$ cat src/rtl/xor_pkg.sv
// xor_pkg: shared types and constants for the XOR core load sequencer.
//   seq_state_t  - sequencer FSM state encoding
//   XOR_KEY_W    - key length of the XOR core in bits
//   XOR_MSG_W    - message length of the XOR core in bits
//   UI_* / UO_*  - bit positions of the core's ui_in / uo_out pins
package xor_pkg;

   typedef enum logic [2:0] {
      StIdle,
      StKey,
      StGap,
      StMsg,
      StWaitCore
   } seq_state_t;

   localparam int unsigned XOR_KEY_W = 8;
   localparam int unsigned XOR_MSG_W = 64;

   localparam int unsigned UI_SERIAL_BIT   = 0;
   localparam int unsigned UI_LOAD_KEY_BIT = 1;
   localparam int unsigned UI_LOAD_MSG_BIT = 2;
   localparam int unsigned UO_OUT_STAT_BIT = 1;

endpackage

$ cat src/rtl/xor_piso.sv
// xor_piso: parallel-in, serial-out shift register, LSB first.
//   i_clk   - clock
//   i_rst   - synchronous active-high reset
//   i_load  - capture i_data (has priority over i_shift)
//   i_shift - shift right by one, exposing the next bit on o_lsb
//   i_data  - parallel word
//   o_lsb   - bit currently at position 0
module xor_piso #(
   parameter int unsigned WIDTH = 8
) (
   input  logic             i_clk,
   input  logic             i_rst,
   input  logic             i_load,
   input  logic             i_shift,
   input  logic [WIDTH-1:0] i_data,
   output logic             o_lsb
);

   logic [WIDTH-1:0] r_data;

   always_ff @(posedge i_clk) begin
      if (i_rst) begin
         r_data <= '0;
      end else if (i_load) begin
         r_data <= i_data;
      end else if (i_shift) begin
         r_data <= {1'b0, r_data[WIDTH-1:1]};
      end
   end

   assign o_lsb = r_data[0];

endmodule

$ cat src/rtl/xor_load_sequencer.sv
// xor_load_sequencer: accepts a parallel key/message transaction and drives the
// XOR core's serial load protocol (LSB first), then waits for the core to finish.
//   iClk, iRst        - clock, synchronous active-high reset
//   iEn               - enable; low freezes an in-flight sequence
//   iStart            - transaction valid (taken only while oReady)
//   iKey, iMsg        - key and message words
//   iSkip_Key         - reuse the key already in the core
//   iCore_Busy        - core output-status line
//   oReady            - idle and able to take iStart
//   oSerial           - serial data bit to the core
//   oLoad_Key/Msg     - load strobes to the core
//   oDone, oError     - end-of-transaction pulse, timeout flag with it
module xor_load_sequencer
   import xor_pkg::*;
#(
   parameter int unsigned KEY_WIDTH  = XOR_KEY_W,
   parameter int unsigned MSG_WIDTH  = XOR_MSG_W,
   parameter int unsigned GAP_CYCLES = 1,
   parameter int unsigned TIMEOUT    = 256
) (
   input  logic                 iClk,
   input  logic                 iRst,
   input  logic                 iEn,
   input  logic                 iStart,
   input  logic [KEY_WIDTH-1:0] iKey,
   input  logic [MSG_WIDTH-1:0] iMsg,
   input  logic                 iSkip_Key,
   input  logic                 iCore_Busy,
   output logic                 oReady,
   output logic                 oSerial,
   output logic                 oLoad_Key,
   output logic                 oLoad_Msg,
   output logic                 oDone,
   output logic                 oError
);

   localparam int unsigned CNT_W = $clog2(MSG_WIDTH);
   localparam int unsigned TMO_W = $clog2(TIMEOUT) + 1;
   localparam int unsigned GAP_W = (GAP_CYCLES > 1) ? $clog2(GAP_CYCLES) : 1;

   localparam logic [CNT_W-1:0] KEY_LAST = CNT_W'(KEY_WIDTH - 1);
   localparam logic [CNT_W-1:0] MSG_LAST = CNT_W'(MSG_WIDTH - 1);
   localparam logic [GAP_W-1:0] GAP_LAST = GAP_W'((GAP_CYCLES > 0) ? GAP_CYCLES - 1 : 0);
   localparam logic [TMO_W-1:0] TMO_LAST = TMO_W'(TIMEOUT - 1);
   localparam logic [TMO_W-1:0] TMO_MAX  = '1;

   seq_state_t       r_state, w_state_d;
   logic [CNT_W-1:0] r_bit_cnt, w_bit_cnt_d;
   logic [GAP_W-1:0] r_gap_cnt, w_gap_cnt_d;
   logic [TMO_W-1:0] r_tmo_cnt, w_tmo_cnt_d;
   logic             r_seen_busy, w_seen_busy_d;
   logic             r_key_loaded, w_key_loaded_d;

   logic r_ready, w_ready_d;
   logic r_serial, w_serial_d;
   logic r_load_key, w_load_key_d;
   logic r_load_msg, w_load_msg_d;
   logic r_done, w_done_d;
   logic r_error, w_error_d;

   logic w_load, w_key_shift, w_msg_shift;
   logic w_key_bit, w_msg_bit;

   xor_piso #(
      .WIDTH (KEY_WIDTH)
   ) u_key_piso (
      .i_clk   (iClk),
      .i_rst   (iRst),
      .i_load  (w_load),
      .i_shift (w_key_shift),
      .i_data  (iKey),
      .o_lsb   (w_key_bit)
   );

   xor_piso #(
      .WIDTH (MSG_WIDTH)
   ) u_msg_piso (
      .i_clk   (iClk),
      .i_rst   (iRst),
      .i_load  (w_load),
      .i_shift (w_msg_shift),
      .i_data  (iMsg),
      .o_lsb   (w_msg_bit)
   );

   // Every clock with iEn high in KEY/MSG emits exactly one bit onto the registered
   // outputs and advances the counter; with iEn low nothing is emitted and nothing
   // advances, so the next unsent bit is the one presented on resume.
   always_comb begin
      w_state_d      = r_state;
      w_bit_cnt_d    = r_bit_cnt;
      w_gap_cnt_d    = r_gap_cnt;
      w_tmo_cnt_d    = r_tmo_cnt;
      w_seen_busy_d  = r_seen_busy;
      w_key_loaded_d = r_key_loaded;
      w_serial_d     = r_serial;
      w_load_key_d   = 1'b0;
      w_load_msg_d   = 1'b0;
      w_done_d       = 1'b0;
      w_error_d      = 1'b0;
      w_load         = 1'b0;
      w_key_shift    = 1'b0;
      w_msg_shift    = 1'b0;

      unique case (r_state)
         StIdle: begin
            if (iStart && iEn) begin
               w_load        = 1'b1;
               w_bit_cnt_d   = '0;
               w_gap_cnt_d   = '0;
               w_seen_busy_d = 1'b0;
               // Skipping is only legal once the core actually holds a key.
               w_state_d     = (iSkip_Key && r_key_loaded) ? StMsg : StKey;
            end
         end

         StKey: begin
            if (iEn) begin
               w_load_key_d = 1'b1;
               w_serial_d   = w_key_bit;
               w_key_shift  = 1'b1;
               if (r_bit_cnt == KEY_LAST) begin
                  w_bit_cnt_d    = '0;
                  w_key_loaded_d = 1'b1;
                  w_state_d      = (GAP_CYCLES == 0) ? StMsg : StGap;
               end else begin
                  w_bit_cnt_d = r_bit_cnt + 1'b1;
               end
            end
         end

         StGap: begin
            if (iEn) begin
               if (r_gap_cnt == GAP_LAST) begin
                  w_gap_cnt_d = '0;
                  w_state_d   = StMsg;
               end else begin
                  w_gap_cnt_d = r_gap_cnt + 1'b1;
               end
            end
         end

         StMsg: begin
            if (iEn) begin
               w_load_msg_d = 1'b1;
               w_serial_d   = w_msg_bit;
               w_msg_shift  = 1'b1;
               if (r_bit_cnt == MSG_LAST) begin
                  w_bit_cnt_d   = '0;
                  w_tmo_cnt_d   = '0;
                  w_seen_busy_d = 1'b0;
                  w_state_d     = StWaitCore;
               end else begin
                  w_bit_cnt_d = r_bit_cnt + 1'b1;
               end
            end
         end

         StWaitCore: begin
            if (iEn) begin
               // A busy-then-idle completion wins over a coincident timeout.
               if (r_seen_busy && !iCore_Busy) begin
                  w_done_d  = 1'b1;
                  w_state_d = StIdle;
               end else if (r_tmo_cnt == TMO_LAST) begin
                  w_done_d  = 1'b1;
                  w_error_d = 1'b1;
                  w_state_d = StIdle;
               end else begin
                  if (iCore_Busy) begin
                     w_seen_busy_d = 1'b1;
                  end
                  if (r_tmo_cnt != TMO_MAX) begin
                     w_tmo_cnt_d = r_tmo_cnt + 1'b1;
                  end
               end
            end
         end

         default: begin
            w_state_d = StIdle;
         end
      endcase

      w_ready_d = (w_state_d == StIdle);
   end

   always_ff @(posedge iClk) begin
      if (iRst) begin
         r_state      <= StIdle;
         r_bit_cnt    <= '0;
         r_gap_cnt    <= '0;
         r_tmo_cnt    <= '0;
         r_seen_busy  <= 1'b0;
         r_key_loaded <= 1'b0;
         r_ready      <= 1'b1;
         r_serial     <= 1'b0;
         r_load_key   <= 1'b0;
         r_load_msg   <= 1'b0;
         r_done       <= 1'b0;
         r_error      <= 1'b0;
      end else begin
         r_state      <= w_state_d;
         r_bit_cnt    <= w_bit_cnt_d;
         r_gap_cnt    <= w_gap_cnt_d;
         r_tmo_cnt    <= w_tmo_cnt_d;
         r_seen_busy  <= w_seen_busy_d;
         r_key_loaded <= w_key_loaded_d;
         r_ready      <= w_ready_d;
         r_serial     <= w_serial_d;
         r_load_key   <= w_load_key_d;
         r_load_msg   <= w_load_msg_d;
         r_done       <= w_done_d;
         r_error      <= w_error_d;
      end
   end

   assign oReady    = r_ready;
   assign oSerial   = r_serial;
   assign oLoad_Key = r_load_key;
   assign oLoad_Msg = r_load_msg;
   assign oDone     = r_done;
   assign oError    = r_error;

endmodule

$ cat config.mk
export PLATFORM = sky130hd
export DESIGN_NAME = xor_load_sequencer
export DESIGN_NICKNAME = d
export VERILOG_FILES = /design/src/rtl/xor_pkg.sv /design/src/rtl/xor_piso.sv /design/src/rtl/xor_load_sequencer.sv
export SDC_FILE = /design/constraint.sdc
export NUM_CORES = 1
export LEC_CHECK = 0
export CAP_MARGIN = 40
export CORE_UTILIZATION = 40
export CTS_CLUSTER_DIAMETER = 80
export DETAILED_ROUTE_END_ITERATION = 6
export PLACE_DENSITY = 0.64
export SLEW_MARGIN = 20
export SYNTH_ARGS = -nofsm -noshare
export SYNTH_HDL_FRONTEND = slang
export SYNTH_SLANG_ARGS = --single-unit
$ cat constraint.sdc
create_clock -name iClk -period 5.1 [get_ports iClk]
set_input_delay 1.53 -clock iClk [delete_from_list [all_inputs] [get_ports iClk]]
set_output_delay 1.53 -clock iClk [all_outputs]
set_load 0.01 [all_outputs]
==> report_table.html, run 1 <==
<table>
<tr><th>Metric</th><th>Value</th></tr>
<tr><th colspan="2">Pwr</th></tr>
<tr><td>Net switching share of the total power</td><td>0.225</td></tr>
<tr><td>Clock share of power</td><td>0.424</td></tr>
<tr><td>Internal Pwr Total</td><td>about 1.4 mW</td></tr>
<tr><td>Combinational power share</td><td>0.106</td></tr>
<tr><td>Sequential group share of total power</td><td>0.469</td></tr>
<tr><td>Static Leak</td><td>1.97 nW</td></tr>
<tr><td>VDD IR max</td><td>0.142 mV</td></tr>
<tr><td>Power per cell area</td><td>304 nW/um^2</td></tr>
<tr><td>Sw power</td><td>0.401 mW</td></tr>
<tr><th colspan="2">Min path</th></tr>
<tr><td>Kind of path behind the tightest hold check</td><td>reg -&gt; reg</td></tr>
<tr><td>Worst hold stages</td><td>2</td></tr>
<tr><td>Worst hold path startpoint</td><td>r_key_loaded</td></tr>
<tr><td>Worst Hold End</td><td>r_key_loaded</td></tr>
<tr><th colspan="2">Timing</th></tr>
<tr><td>Final count of pins violating max slew</td><td>0</td></tr>
<tr><td>Hold Violations, Final</td><td>0</td></tr>
<tr><td>Worst-Margin Slew</td><td>between 0.7 and 0.8 ns</td></tr>
<tr><td>Setup TNS</td><td>0 ns</td></tr>
<tr><td>Tightest slew margin relative to the limit</td><td>0.530</td></tr>
<tr><td>Worst Skew</td><td>0.00614 ns</td></tr>
<tr><td>Worst Slack Setup Final</td><td>approximately 1.7 ns</td></tr>
<tr><td>Final setup violating endpoints</td><td>0</td></tr>
<tr><td>Final worst path period need</td><td>3.43 ns</td></tr>
<tr><td>Timing-limited maximum frequency</td><td>292 MHz</td></tr>
<tr><td>Crit share post-route</td><td>0.672</td></tr>
<tr><td>Setup repair after global routing missed its margin</td><td>false</td></tr>
<tr><th colspan="2">Detailed routing</th></tr>
<tr><td>Wire length reported by the detailed router</td><td>11.4 mm</td></tr>
<tr><td>Router iterations before antenna repair</td><td>4</td></tr>
<tr><td>Detail-routed net length per standard cell</td><td>around 15 um</td></tr>
<tr><td>Overall via count from detail_route</td><td>between 4,000 and 5,000</td></tr>
<tr><td>Via density per instance</td><td>5.67</td></tr>
<tr><td>Number of remaining DRC errors</td><td>0</td></tr>
<tr><td>Iteration-0 DRC Markers</td><td>318</td></tr>
<tr><td>Post-route antenna net violation count</td><td>0</td></tr>
<tr><th colspan="2">Logic synthesis</th></tr>
<tr><td>Number of cells produced by synthesis</td><td>slightly below 600</td></tr>
<tr><td>Syn nets</td><td>667</td></tr>
<tr><td>Post-synth EDFFs</td><td>0</td></tr>
<tr><td>Count of cell types in the netlist</td><td>46</td></tr>
<tr><td>Average size of a mapped cell</td><td>7.93 sq um</td></tr>
<tr><td>Commonest cells post-synth</td><td>dfxtp_1, nand2_1, nor2_1</td></tr>
<tr><td>Post-synthesis async set-or-reset flop share</td><td>0</td></tr>
<tr><td>Most frequent cell after synthesis</td><td>dfxtp_1</td></tr>
<tr><td>Share of Yosys cell area claimed by the top area cell type</td><td>0.423</td></tr>
<tr><td>Main area contributors after synthesis</td><td>dfxtp_1, a311oi_1, nand3_1</td></tr>
<tr><td>Yosys warning total</td><td>0</td></tr>
<tr><td>Primary flip-flop cell chosen by synthesis mapping</td><td>dfxtp_1</td></tr>
<tr><td>Cell accounting for the most synthesized area</td><td>dfxtp_1</td></tr>
<tr><td>Cell area after synthesis</td><td>4640 sq um</td></tr>
<tr><td>Synthesis-stage register bit count</td><td>slightly below 100</td></tr>
<tr><td>Sequential cell area fraction in the yosys report</td><td>0.423</td></tr>
<tr><th colspan="2">Floorplanning</th></tr>
<tr><td>Top-level port count</td><td>84</td></tr>
<tr><td>Count of standard-cell rows</td><td>38</td></tr>
<tr><td>Initial standard-cell utilization of the core</td><td>0.419</td></tr>
<tr><td>Std-Cell Core Area</td><td>11,100 sq um</td></tr>
<tr><td>Die boundary height</td><td>110 um</td></tr>
<tr><td>Die extent in x</td><td>110 um</td></tr>
<tr><td>Die Area</td><td>around 12,000 sq um</td></tr>
<tr><th colspan="2">CTS</th></tr>
<tr><td>Register clock-pin slew on the reported worst setup and hold paths</td><td>around 0.06 ns</td></tr>
<tr><td>Worst-case clock buffer depth</td><td>2</td></tr>
<tr><td>Count of hold-fix buffers inserted at cts</td><td>0</td></tr>
<tr><td>Clock sink total</td><td>98</td></tr>
<tr><td>Inserted Clock Buffers</td><td>9</td></tr>
<tr><td>Root buffer cell</td><td>clkbuf_16</td></tr>
<tr><td>Clk Latency, worst-skew pair</td><td>about 0.34 ns</td></tr>
<tr><td>Clock tree from TritonCTS</td><td>built</td></tr>
<tr><td>Number of post-CTS setup repair buffers</td><td>0</td></tr>
<tr><td>Post_cts resized</td><td>0</td></tr>
<tr><td>Depth of the CTS H-tree</td><td>3</td></tr>
<tr><th colspan="2">Critical path</th></tr>
<tr><td>R2r startpoint</td><td>r_state[1]</td></tr>
<tr><td>CP startpoint kind</td><td>input port</td></tr>
<tr><td>Arrival time reported for the critical path endpoint</td><td>3.62 ns</td></tr>
<tr><td>Highest cell delay on the worst timing path</td><td>0.56 ns</td></tr>
<tr><td>Critical-path maximum fanout</td><td>slightly below 70</td></tr>
<tr><td>Gate family responsible for the most delay along the worst path</td><td>buffers and inverters</td></tr>
<tr><td>R2r worst-path depth</td><td>6</td></tr>
<tr><td>Cell type of the slowest stage on the worst timing path</td><td>buf_4</td></tr>
<tr><td>Count of buffer and inverter cells on the critical path</td><td>3</td></tr>
<tr><td>Setup crit end kind</td><td>flip-flop</td></tr>
<tr><td>Worst path most repeated cell</td><td>buf_4</td></tr>
<tr><td>End of the worst register-to-register path</td><td>u_msg_piso.r_data[19]</td></tr>
<tr><td>Cells along the critical path</td><td>clkdlybuf4s50_1 -&gt; buf_4 -&gt; and3b_2 -&gt; buf_4 -&gt; nand2b_1 -&gt; nand2_1 -&gt; a311oi_1</td></tr>
<tr><td>Critical path required time</td><td>5.29 ns</td></tr>
<tr><td>Reg-to-reg setup timing slack</td><td>~2.5 ns</td></tr>
<tr><td>Class of the most critical setup path</td><td>in -&gt; reg</td></tr>
<tr><th colspan="2">Finish</th></tr>
<tr><td>Antenna diode count</td><td>0</td></tr>
<tr><td>Layout cells sized above 1</td><td>0.0679</td></tr>
<tr><td>Utilization of the core after routing</td><td>0.528</td></tr>
<tr><td>NumNets Final</td><td>a little over 700</td></tr>
<tr><td>Area Overhead vs Synth</td><td>26.1%</td></tr>
<tr><td>Post-layout instance area</td><td>5850 sq um</td></tr>
<tr><th colspan="2">Global routing</th></tr>
<tr><td>Wire length of the first global-routing pass</td><td>19.0 mm</td></tr>
<tr><td>Number of antenna violations at the first check in global routing</td><td>0</td></tr>
<tr><td>Remaining Overflow, GRT</td><td>0</td></tr>
<tr><td>Vias in the first global route</td><td>4,091</td></tr>
<tr><td>Pin count of the biggest net entering global routing</td><td>142</td></tr>
<tr><td>Overall global routing resource usage</td><td>0.199</td></tr>
<tr><th colspan="2">Outcome</th></tr>
<tr><td>Outcome</td><td>finished, final reports clean</td></tr>
<tr><th colspan="2">Job</th></tr>
<tr><td>Number of max-cap violations</td><td>0</td></tr>
<tr><th colspan="2">Placement</th></tr>
<tr><td>Placed cell areas</td><td>around 5500 sq um</td></tr>
<tr><td>Post-detail-place hpwl</td><td>7.00 mm</td></tr>
<tr><td>Minimum setup slack after placement</td><td>~1.3 ns</td></tr>
<tr><td>Input/output buffers</td><td>83</td></tr>
<tr><td>Weighted congestion at the end of routability-driven global placement</td><td>0.827</td></tr>
</table>
[through the flow]
stage               power, mW  instances  hold WS, ns
global placement         1.03        756        0.430
detailed placement       1.04        757        0.440
floorplan               0.948        585        0.421
CTS                      1.80        773        0.449
global route             1.85        773        0.466
finish                   1.78        773        0.444
[sequential cells by signal (all words and copies together) (netlist names)]
name,count
u_msg_piso.r_data,64
r_tmo_cnt,9
u_key_piso.r_data,8
r_bit_cnt,6
r_state,3
oDone,1
oError,1
oLoad_Key,1
oLoad_Msg,1
oReady,1
oSerial,1
r_key_loaded,1
r_seen_busy,1
[worst min-delay path: stages (launching register included)]
cell	delay, ns
dfxtp_1	0.31
inv_1	0.04
a21oi_1	0.05
[cell type report]
cell class,instances,area (sq um)
Inverter,3,11.3
Clock inverter,4,72.6
Sequential cell,98,1960
Tap cell,140,175
Clock buffer,12,267
Fill cell,1044,5230
Timing Repair Buffer,92,928
Multi-Input combinational cell,424,2430
[worst max-delay path by stage]
stage / cells past startpoint / slack (ns) / to / start
floorplan: 6 / 2.11 / r_tmo_cnt[5] / iEn
global placement: 7 / 1.36 / u_key_piso.r_data[7] / iEn
detailed placement: 7 / 1.33 / u_key_piso.r_data[4] / iEn
CTS: 7 / 1.68 / u_key_piso.r_data[4] / iEn
global route: 7 / 1.50 / u_key_piso.r_data[3] / iEn
finish: 7 / 1.67 / u_key_piso.r_data[4] / iEn
[routing by layer]
layer | up-vias | routed length [um] | global-route usage
met3 | 10 | 555 | 0.0320
met2 | 107 | 5140 | 0.320
li1 | 2210 | - | -
met5 | - | 0 | 0
met1 | 2053 | 5520 | 0.269
met4 | 0 | 140 | 0.0686
[cell usage in the layout, fill, tap and decap left out, types with 3 or more instances in the layout]
master / synthesis / final
o21a_1: 4 / 4
inv_1: 3 / 3
ha_1: 4 / 4
dfxtp_1: 98 / 97
and2_1: 3 / 3
nor2b_1: 3 / 3
mux2_2: 8 / 8
nor3b_1: 9 / 9
nand2b_1: 4 / 4
a21oi_1: 14 / 14
nor2_1: 82 / 82
a311oi_1: 70 / 70
nand3_1: 74 / 74
clkbuf_8: 0 / 3
clkdlybuf4s50_1: 0 / 82
nor3_1: 13 / 13
and3_1: 3 / 3
clkbuf_16: 0 / 9
nand2_1: 90 / 88
nand4_1: 4 / 4
buf_4: 0 / 8
o21ai_0: 7 / 7
[power groups by stage]
stage / Sequential [mW] / Clock [mW] / Combinational, mW
finish: 0.835 / 0.755 / 0.189
global route: 0.840 / 0.806 / 0.209
CTS: 0.834 / 0.773 / 0.191
detailed placement: 0.851 / 0 / 0.190
global placement: 0.850 / 0 / 0.183
floorplan: 0.844 / 0 / 0.104
[kinds of logic after synthesis]
logic type / share of synthesized area
DFF: 0.423
and+or+nand+nor: 0.294
buffers and inverters: 0.0553
xor gates and xnor gates: 0.00378
adders and majority gates: 0.0108
AOI/OAI and AO/OA: 0.191
muxes: 0.0216
Power figures use the tool's default switching activity.
==> run 2: changes to the inputs <==
==> constraint.sdc (replaced) <==
create_clock -name iClk -period 3.41 [get_ports iClk]
set_input_delay 1.023 -clock iClk [delete_from_list [all_inputs] [get_ports iClk]]
set_output_delay 1.023 -clock iClk [all_outputs]
set_load 0.01 [all_outputs]
==> run 2 against run 1 <==
  * Sequential power rose by 50%
  * Clock-buffer cell count decreased by 3
  * Register-to-register slack got worse by 1.4 ns
  * Combinational power rose by 54%
  * Critical endpoint is now oReady
  * Design area up 0.21%
  * Hold slack lost 0.0011 ns
  * Largest power group unchanged
  * Wire length rose by 1.2%
  * Non-clock buffer count grew 7
  * Cell count increased by 0.91%
  * Sequential share of layout area decreased by 0.072 points
==> report_table.html, run 2 (same netlist as run 1, synthesis figures left out) <==
<table>
<tr><th>Metric</th><th>Value</th></tr>
<tr><th colspan="2">Floorplanning</th></tr>
<tr><td>Die extent in x</td><td>110 um (unchanged)</td></tr>
<tr><td>Std-Cell Core Area</td><td>11,100 sq um (unchanged)</td></tr>
<tr><td>Die boundary height</td><td>110 um (unchanged)</td></tr>
<tr><td>Count of standard-cell rows</td><td>38 (unchanged)</td></tr>
<tr><td>Top-level port count</td><td>84 (unchanged)</td></tr>
<tr><td>Initial standard-cell utilization of the core</td><td>0.419 (unchanged)</td></tr>
<tr><td>Die Area</td><td>12,000 sq um (unchanged)</td></tr>
<tr><th colspan="2">Timing</th></tr>
<tr><td>Worst-Margin Slew</td><td>0.810 ns (+0.106 ns)</td></tr>
<tr><td>Setup TNS</td><td>0 ns (unchanged)</td></tr>
<tr><td>Worst-case hold slack</td><td>0.443 ns (-0.00112 ns)</td></tr>
<tr><td>Final worst path period need</td><td>roughly 2.5 ns</td></tr>
<tr><td>Tightest slew margin relative to the limit</td><td>0.460 (-0.0697)</td></tr>
<tr><td>Hold Violations, Final</td><td>0 (unchanged)</td></tr>
<tr><td>Setup repair after global routing missed its margin</td><td>false</td></tr>
<tr><td>Timing-limited maximum frequency</td><td>395 MHz</td></tr>
<tr><td>Final count of pins violating max slew</td><td>0 (unchanged)</td></tr>
<tr><td>Worst Skew</td><td>0.00905 ns (+0.00291 ns)</td></tr>
<tr><td>Crit share post-route</td><td>0.743</td></tr>
<tr><td>Final setup violating endpoints</td><td>0 (unchanged)</td></tr>
<tr><th colspan="2">Min path</th></tr>
<tr><td>Worst hold path startpoint</td><td>r_key_loaded</td></tr>
<tr><td>Kind of path behind the tightest hold check</td><td>reg -&gt; reg</td></tr>
<tr><td>Worst Hold End</td><td>r_key_loaded</td></tr>
<tr><td>Worst hold stages</td><td>2 (unchanged)</td></tr>
<tr><th colspan="2">Critical path</th></tr>
<tr><td>R2r startpoint</td><td>r_state[1]</td></tr>
<tr><td>Cells along the critical path</td><td>clkdlybuf4s50_1 -&gt; nor4bb_1 -&gt; nand3_1 -&gt; and3_1 -&gt; a31o_2</td></tr>
<tr><td>R2r worst-path depth</td><td>5 (-1)</td></tr>
<tr><td>Class of the most critical setup path</td><td>in -&gt; reg</td></tr>
<tr><td>Cell type of the slowest stage on the worst timing path</td><td>clkdlybuf4s50_1</td></tr>
<tr><td>Critical path required time</td><td>3.64 ns (-1.65 ns)</td></tr>
<tr><td>Reg-to-reg setup timing slack</td><td>1.11 ns (-1.37 ns)</td></tr>
<tr><td>Critical-path maximum fanout</td><td>7 (-90%)</td></tr>
<tr><td>Setup crit end kind</td><td>flip-flop</td></tr>
<tr><td>Highest cell delay on the worst timing path</td><td>0.62 ns (+0.06 ns)</td></tr>
<tr><td>CP startpoint kind</td><td>input port</td></tr>
<tr><td>End of the worst register-to-register path</td><td>r_tmo_cnt[7]</td></tr>
<tr><td>Arrival time reported for the critical path endpoint</td><td>2.76 ns (-0.86 ns)</td></tr>
<tr><th colspan="2">CTS</th></tr>
<tr><td>Root buffer cell</td><td>clkbuf_16</td></tr>
<tr><td>Clk Latency, worst-skew pair</td><td>0.34 ns (about the same)</td></tr>
<tr><td>Count of hold-fix buffers inserted at cts</td><td>0 (unchanged)</td></tr>
<tr><td>Post_cts resized</td><td>0 (unchanged)</td></tr>
<tr><td>Number of post-CTS setup repair buffers</td><td>0 (unchanged)</td></tr>
<tr><td>Depth of the CTS H-tree</td><td>3 (unchanged)</td></tr>
<tr><td>Clock sink total</td><td>98 (unchanged)</td></tr>
<tr><td>Worst-case clock buffer depth</td><td>2 (unchanged)</td></tr>
<tr><td>Register clock-pin slew on the reported worst setup and hold paths</td><td>0.07 ns (about the same)</td></tr>
<tr><td>Inserted Clock Buffers</td><td>9 (unchanged)</td></tr>
<tr><td>Clock tree from TritonCTS</td><td>built</td></tr>
<tr><th colspan="2">Detailed routing</th></tr>
<tr><td>Via density per instance</td><td>5.57 (-1.6%)</td></tr>
<tr><td>Wire length reported by the detailed router</td><td>11.5 mm (+1.2%)</td></tr>
<tr><td>Number of remaining DRC errors</td><td>0 (unchanged)</td></tr>
<tr><td>Detail-routed net length per standard cell</td><td>14.7 um (+0.29%)</td></tr>
<tr><td>Router iterations before antenna repair</td><td>4 (unchanged)</td></tr>
<tr><td>Iteration-0 DRC Markers</td><td>246 (-23%)</td></tr>
<tr><td>Overall via count from detail_route</td><td>4,348 (-0.73%)</td></tr>
<tr><td>Post-route antenna net violation count</td><td>0 (unchanged)</td></tr>
<tr><th colspan="2">Global routing</th></tr>
<tr><td>Global-route track usage on met2</td><td>0.327 (+0.00674)</td></tr>
<tr><td>Vias in the first global route</td><td>4,068 (-0.56%)</td></tr>
<tr><td>Pin count of the biggest net entering global routing</td><td>97 (-32%)</td></tr>
<tr><td>Most used routing layer in global routing</td><td>met2</td></tr>
<tr><td>GR Layer Usage met1</td><td>0.263 (-0.00628)</td></tr>
<tr><td>Remaining Overflow, GRT</td><td>0 (unchanged)</td></tr>
<tr><td>Global-route met3 utilization</td><td>0.0326 (+0.000593)</td></tr>
<tr><td>Overall global routing resource usage</td><td>0.196 (-0.00235)</td></tr>
<tr><td>Wire length of the first global-routing pass</td><td>18.8 mm (-0.69%)</td></tr>
<tr><td>Number of antenna violations at the first check in global routing</td><td>0 (unchanged)</td></tr>
<tr><th colspan="2">Finish</th></tr>
<tr><td>Area Overhead vs Synth</td><td>26.4%</td></tr>
<tr><td>Commonest non-fill, non-tap cell in the layout</td><td>dfxtp_1</td></tr>
<tr><td>Antenna diode count</td><td>0 (unchanged)</td></tr>
<tr><td>Fill cell instance count of the final layout</td><td>1,063 (+1.8%)</td></tr>
<tr><td>Utilization of the core after routing</td><td>0.529 (+0.00113)</td></tr>
<tr><td>Flip-flop count of the largest register, all copies and words added</td><td>64 (unchanged)</td></tr>
<tr><td>Final cell count without fillers</td><td>780 (+0.91%)</td></tr>
<tr><td>Biggest registers after layout</td><td>u_msg_piso.r_data: 64 flops, r_tmo_cnt: 9 flops, u_key_piso.r_data: 8 flops</td></tr>
<tr><td>Layout cells sized above 1</td><td>0.0781 (+0.0102)</td></tr>
<tr><td>Sequential cell area</td><td>1960 sq um (unchanged)</td></tr>
<tr><td>Top reg by flops</td><td>u_msg_piso.r_data</td></tr>
<tr><td>Leading cell types in the layout, fill and taps excluded</td><td>dfxtp_1, nand2_1, nor2_1, clkdlybuf4s50_1, nand3_1</td></tr>
<tr><td>Total area of multi-input combinational cells</td><td>2430 sq um (unchanged)</td></tr>
<tr><td>NumNets Final</td><td>717 (+0.99%)</td></tr>
<tr><th colspan="2">Pwr</th></tr>
<tr><td>VDD IR max</td><td>0.213 mV (+50%)</td></tr>
<tr><td>Power per cell area</td><td>428 nW/um^2 (+41%)</td></tr>
<tr><td>Static Leak</td><td>1.98 nW (+0.47%)</td></tr>
<tr><th colspan="2">Job</th></tr>
<tr><td>Number of max-cap violations</td><td>0 (unchanged)</td></tr>
<tr><th colspan="2">Placement</th></tr>
<tr><td>Count of placed standard cells including taps</td><td>763 (+0.79%)</td></tr>
<tr><td>Input/output buffers</td><td>83 (unchanged)</td></tr>
<tr><td>Weighted congestion at the end of routability-driven global placement</td><td>0.808 (-2.3%)</td></tr>
<tr><td>Post-detail-place hpwl</td><td>7.30 mm (+4.3%)</td></tr>
<tr><th colspan="2">Outcome</th></tr>
<tr><td>Outcome</td><td>finished, final reports clean</td></tr>
</table>
run 2: cell count changes in the layout (fill, tap and decap cells not counted), moves of 2 or more:
cell / previous run / this run
bufinv_16: 2 / 0
buf_4: 8 / 14
clkinv_4: 0 / 2
inv_6: 0 / 2
clkbuf_8: 3 / 0
run 2: power breakdown:
part / total, mW / leakage (nW) / switching, mW / internal [mW]
logic: 0.292 / 1.04 / 0.136 / 0.155
registers: 1.25 / 0.803 / 0.0370 / 1.21
clock network: 0.969 / 0.135 / 0.461 / 0.508
run 2: how the worst max path moves through the flow:
stage,depth (start not counted),slack [ns],end,from
2_1_floorplan,6,0.93,r_tmo_cnt[5],iEn
3_3_place_gp,5,0.47,oReady,iEn
3_5_place_dp,5,0.51,oReady,iEn
4_1_cts,5,0.86,oReady,iEn
5_1_grt,5,0.72,oReady,iEn
6_report,5,0.88,oReady,iEn
run 2: worst max-delay path: cells and delay by family:
kind / cells / cell delay [ns]
buffers and inverters: 1 / 0.62
AND/OR/NAND/NOR: 3 / 0.92
AO/OA/AOI/OAI: 1 / 0.20
run 2: metrics by stage:
step | cell area (sq um) | setup slack (ns) | power [mW]
2_1_floorplan | 4640 | 0.929 | 1.42
3_3_place_gp | 5550 | 0.474 | 1.55
3_5_place_dp | 5550 | 0.510 | 1.56
4_1_cts | 5830 | 0.861 | 2.54
5_1_grt | 5860 | 0.716 | 2.62
6_report | 5860 | 0.876 | 2.51
run 2: cell type report:
cell class,instances,share of cell area
tap,140,0.0299
timing repair buffer,99,0.170
sequential,98,0.335
inverter,3,0.00192
multi-input combinational,424,0.415
clock inverter,7,0.0105
clock buffer,9,0.0384
run 2: per-layer routing:
layer | up-vias | share of wire
li1 | 2220 | -
met1 | 2040 | 0.48
met4 | 0 | 0.0063
met2 | 84 | 0.48
met5 | - | 0
met3 | 4 | 0.035
==> run 3: changes to the inputs <==
--- a/config.mk
+++ b/config.mk
@@ -9,7 +9,7 @@
 export CORE_UTILIZATION = 40
 export CTS_CLUSTER_DIAMETER = 80
 export DETAILED_ROUTE_END_ITERATION = 6
-export PLACE_DENSITY = 0.64
+export PLACE_DENSITY = 0.66
 export SLEW_MARGIN = 20
 export SYNTH_ARGS = -nofsm -noshare
 export SYNTH_HDL_FRONTEND = slang
==> constraint.sdc (replaced) <==
create_clock -name iClk -period 2.2 [get_ports iClk]
set_input_delay 0.66 -clock iClk [delete_from_list [all_inputs] [get_ports iClk]]
set_output_delay 0.66 -clock iClk [all_outputs]
set_load 0.01 [all_outputs]
==> run 3 against run 2 <==
  * Register-to-register slack got worse by 1.0 ns
  * Hold slack lost 0.0012 ns
  * Cell count grew 2.1%
  * Total power rose by 63%
  * Die area unchanged
  * Global-route usage is 0.15 points higher
  * Critical endpoint is now r_tmo_cnt[7]
  * Highest routed layer unchanged
==> report_table.html, run 3 (same netlist as run 1, synthesis figures left out) <==
<table>
<tr><th>Metric</th><th>Value</th></tr>
<tr><th colspan="2">CTS</th></tr>
<tr><td>Clock sink total</td><td>98 (unchanged)</td></tr>
<tr><td>Worst-case clock buffer depth</td><td>2 (unchanged)</td></tr>
<tr><td>Inserted Clock Buffers</td><td>9 (unchanged)</td></tr>
<tr><td>Count of hold-fix buffers inserted at cts</td><td>0 (unchanged)</td></tr>
<tr><td>Register clock-pin slew on the reported worst setup and hold paths</td><td>0.07 ns (about the same)</td></tr>
<tr><td>Root buffer cell</td><td>clkbuf_16</td></tr>
<tr><td>Depth of the CTS H-tree</td><td>3 (unchanged)</td></tr>
<tr><td>Clock tree from TritonCTS</td><td>built</td></tr>
<tr><td>Clk Latency, worst-skew pair</td><td>0.34 ns (about the same)</td></tr>
<tr><th colspan="2">Critical path</th></tr>
<tr><td>Critical-path maximum fanout</td><td>7 (unchanged)</td></tr>
<tr><td>Class of the most critical setup path</td><td>reg -&gt; reg</td></tr>
<tr><td>Critical path required time</td><td>2.43 ns (-1.21 ns)</td></tr>
<tr><td>Reg-to-reg setup timing slack</td><td>0.07 ns (-1.04 ns)</td></tr>
<tr><td>Count of buffer and inverter cells on the critical path</td><td>0 (-1)</td></tr>
<tr><td>CP startpoint kind</td><td>flip-flop</td></tr>
<tr><td>Arrival time reported for the critical path endpoint</td><td>2.35 ns (-0.41 ns)</td></tr>
<tr><td>Launch point of the worst path</td><td>r_tmo_cnt[5]</td></tr>
<tr><td>Gate family responsible for the most delay along the worst path</td><td>simple AND/OR/NAND/NOR gates</td></tr>
<tr><td>Setup crit end kind</td><td>flip-flop</td></tr>
<tr><td>Cells along the critical path</td><td>and4_4 -&gt; nand2_2 -&gt; nor2_1 -&gt; ha_2 -&gt; or4_4 -&gt; a211oi_2 -&gt; mux2_2</td></tr>
<tr><td>Highest cell delay on the worst timing path</td><td>0.57 ns (-0.05 ns)</td></tr>
<tr><td>Total number of cells along the worst setup path</td><td>7 (+2)</td></tr>
<tr><td>R2r startpoint</td><td>r_tmo_cnt[5]</td></tr>
<tr><td>Cell type of the slowest stage on the worst timing path</td><td>or4_4</td></tr>
<tr><td>R2r worst-path depth</td><td>7 (+2)</td></tr>
<tr><th colspan="2">Finish</th></tr>
<tr><td>Area Overhead vs Synth</td><td>31.2%</td></tr>
<tr><td>Layout cells sized above 1</td><td>0.111 (+0.0332)</td></tr>
<tr><td>Antenna diode count</td><td>0 (unchanged)</td></tr>
<tr><td>Utilization of the core after routing</td><td>0.549 (+0.0204)</td></tr>
<tr><td>Biggest registers after layout</td><td>u_msg_piso.r_data: 64 flops, r_tmo_cnt: 9 flops, u_key_piso.r_data: 8 flops</td></tr>
<tr><td>Fill cell instance count of the final layout</td><td>1,053 (-0.94%)</td></tr>
<tr><td>NumNets Final</td><td>733 (+2.2%)</td></tr>
<tr><td>Sequential cell area</td><td>1970 sq um (+0.19%)</td></tr>
<tr><td>Total area of multi-input combinational cells</td><td>2450 sq um (+0.67%)</td></tr>
<tr><td>Commonest non-fill, non-tap cell in the layout</td><td>dfxtp_1</td></tr>
<tr><td>Leading cell types in the layout, fill and taps excluded</td><td>dfxtp_1, nand2_1, nor2_1, clkdlybuf4s50_1, nand3_1</td></tr>
<tr><td>Flip-flop count of the largest register, all copies and words added</td><td>64 (unchanged)</td></tr>
<tr><td>Top reg by flops</td><td>u_msg_piso.r_data</td></tr>
<tr><th colspan="2">Floorplanning</th></tr>
<tr><td>Die extent in x</td><td>110 um (unchanged)</td></tr>
<tr><td>Die boundary height</td><td>110 um (unchanged)</td></tr>
<tr><td>Initial standard-cell utilization of the core</td><td>0.419 (unchanged)</td></tr>
<tr><td>Count of standard-cell rows</td><td>38 (unchanged)</td></tr>
<tr><td>Std-Cell Core Area</td><td>11,100 sq um (unchanged)</td></tr>
<tr><td>Die Area</td><td>12,000 sq um (unchanged)</td></tr>
<tr><td>Top-level port count</td><td>84 (unchanged)</td></tr>
<tr><th colspan="2">Global routing</th></tr>
<tr><td>Remaining Overflow, GRT</td><td>0 (unchanged)</td></tr>
<tr><td>Overall global routing resource usage</td><td>0.198 (+0.00151)</td></tr>
<tr><td>Wire length of the first global-routing pass</td><td>19.0 mm (+0.84%)</td></tr>
<tr><td>Number of antenna violations at the first check in global routing</td><td>0 (unchanged)</td></tr>
<tr><td>Pin count of the biggest net entering global routing</td><td>80 (-18%)</td></tr>
<tr><td>Vias in the first global route</td><td>4,042 (-0.64%)</td></tr>
<tr><th colspan="2">Timing</th></tr>
<tr><td>Worst-case hold slack</td><td>0.442 ns (-0.00119 ns)</td></tr>
<tr><td>Worst-Margin Slew</td><td>0.514 ns (-0.296 ns)</td></tr>
<tr><td>Setup TNS</td><td>0 ns (unchanged)</td></tr>
<tr><td>Final worst path period need</td><td>roughly 2.1 ns</td></tr>
<tr><td>Hold Violations, Final</td><td>0 (unchanged)</td></tr>
<tr><td>Setup repair after global routing missed its margin</td><td>false</td></tr>
<tr><td>Tightest slew margin relative to the limit</td><td>0.654 (+0.194)</td></tr>
<tr><td>Final setup violating endpoints</td><td>0 (unchanged)</td></tr>
<tr><td>Timing-limited maximum frequency</td><td>roughly 470 MHz</td></tr>
<tr><td>Crit share post-route</td><td>0.966</td></tr>
<tr><td>Final count of pins violating max slew</td><td>0 (unchanged)</td></tr>
<tr><td>Worst Skew</td><td>0.0123 ns (+0.00329 ns)</td></tr>
<tr><th colspan="2">Min path</th></tr>
<tr><td>Worst hold path startpoint</td><td>r_key_loaded</td></tr>
<tr><td>Kind of path behind the tightest hold check</td><td>reg -&gt; reg</td></tr>
<tr><td>Worst hold stages</td><td>2 (unchanged)</td></tr>
<tr><th colspan="2">Detailed routing</th></tr>
<tr><td>Detail-routed net length per standard cell</td><td>14.6 um (-0.77%)</td></tr>
<tr><td>Router iterations before antenna repair</td><td>5 (+1)</td></tr>
<tr><td>Via density per instance</td><td>5.66 (+1.6%)</td></tr>
<tr><td>Post-route antenna net violation count</td><td>0 (unchanged)</td></tr>
<tr><td>Iteration-0 DRC Markers</td><td>233 (-5.3%)</td></tr>
<tr><td>Overall via count from detail_route</td><td>4,507 (+3.7%)</td></tr>
<tr><td>Number of remaining DRC errors</td><td>0 (unchanged)</td></tr>
<tr><td>Wire length reported by the detailed router</td><td>11.6 mm (+1.3%)</td></tr>
<tr><th colspan="2">Placement</th></tr>
<tr><td>Weighted congestion at the end of routability-driven global placement</td><td>0.762 (-5.8%)</td></tr>
<tr><td>Input/output buffers</td><td>83 (unchanged)</td></tr>
<tr><td>Post-detail-place hpwl</td><td>7.54 mm (+3.3%)</td></tr>
<tr><th colspan="2">Job</th></tr>
<tr><td>Number of max-cap violations</td><td>0 (unchanged)</td></tr>
<tr><th colspan="2">Pwr</th></tr>
<tr><td>Power per cell area</td><td>671 nW/um^2 (+57%)</td></tr>
<tr><td>Static Leak</td><td>2.10 nW (+6.0%)</td></tr>
<tr><td>VDD IR max</td><td>0.442 mV (+110%)</td></tr>
<tr><th colspan="2">Outcome</th></tr>
<tr><td>Outcome</td><td>finished, final reports clean</td></tr>
</table>
## run 3: cell count changes in the layout (fill, tap and decap cells not counted), sizes merged
cell,before,now
buf,17,33
bufinv,0,2
inv,6,4
clkbuf,9,10
clkinv,2,1
## run 3: what timing repair did
item	CTS	global route
endpoints found under the setup margin	2	6
pin swaps	1	2
gates resized for setup	0	8
buffers inserted	0	0
## run 3: final timing paths
path	endpoint
setup / recovery	r_tmo_cnt[7]
hold / removal	r_key_loaded
setup reg to reg	r_tmo_cnt[7]
hold reg to reg	r_key_loaded
## run 3: worst min-delay path: stages, from the launching register on
cell     delay (ns)
dfxtp_1        0.30
inv_1          0.05
a21oi_1        0.05
## run 3: stage by stage
stage / setup slack (ns) / total power, mW / cell area (sq um) / cells
final: 0.0745 / 4.09 / 6090 / 796
after global routing: 0.0143 / 4.25 / 6090 / 796
after CTS: 0.0143 / 4.13 / 6070 / 796
after detailed placement: -0.182 / 2.45 / 5750 / 780
after global placement: -0.172 / 2.44 / 5750 / 780
after floorplan: 0.0101 / 2.20 / 4640 / 585
## run 3: power by group
part	total (mW)	internal (mW)	switching (mW)
Combinational	0.479	0.258	0.222
Sequential	1.93	1.88	0.0529
Clock	1.68	0.999	0.677
Total	4.09	3.13	0.951
## run 3: metal layers
metal,up-vias,global-route usage,part of all wire
met2,120,0.321,0.47
met3,12,0.0314,0.046
met4,0,0.0571,0.013
met5,-,0,0
li1,2246,-,-
met1,2129,0.271,0.48
## run 3: layout make-up
type,count,share of cell area
clock buffer,10,0.0376
multi-input combinational,424,0.402
tap,140,0.0288
timing repair buffer,115,0.192
clock inverter,6,0.0146
sequential,98,0.323
inverter,3,0.00185
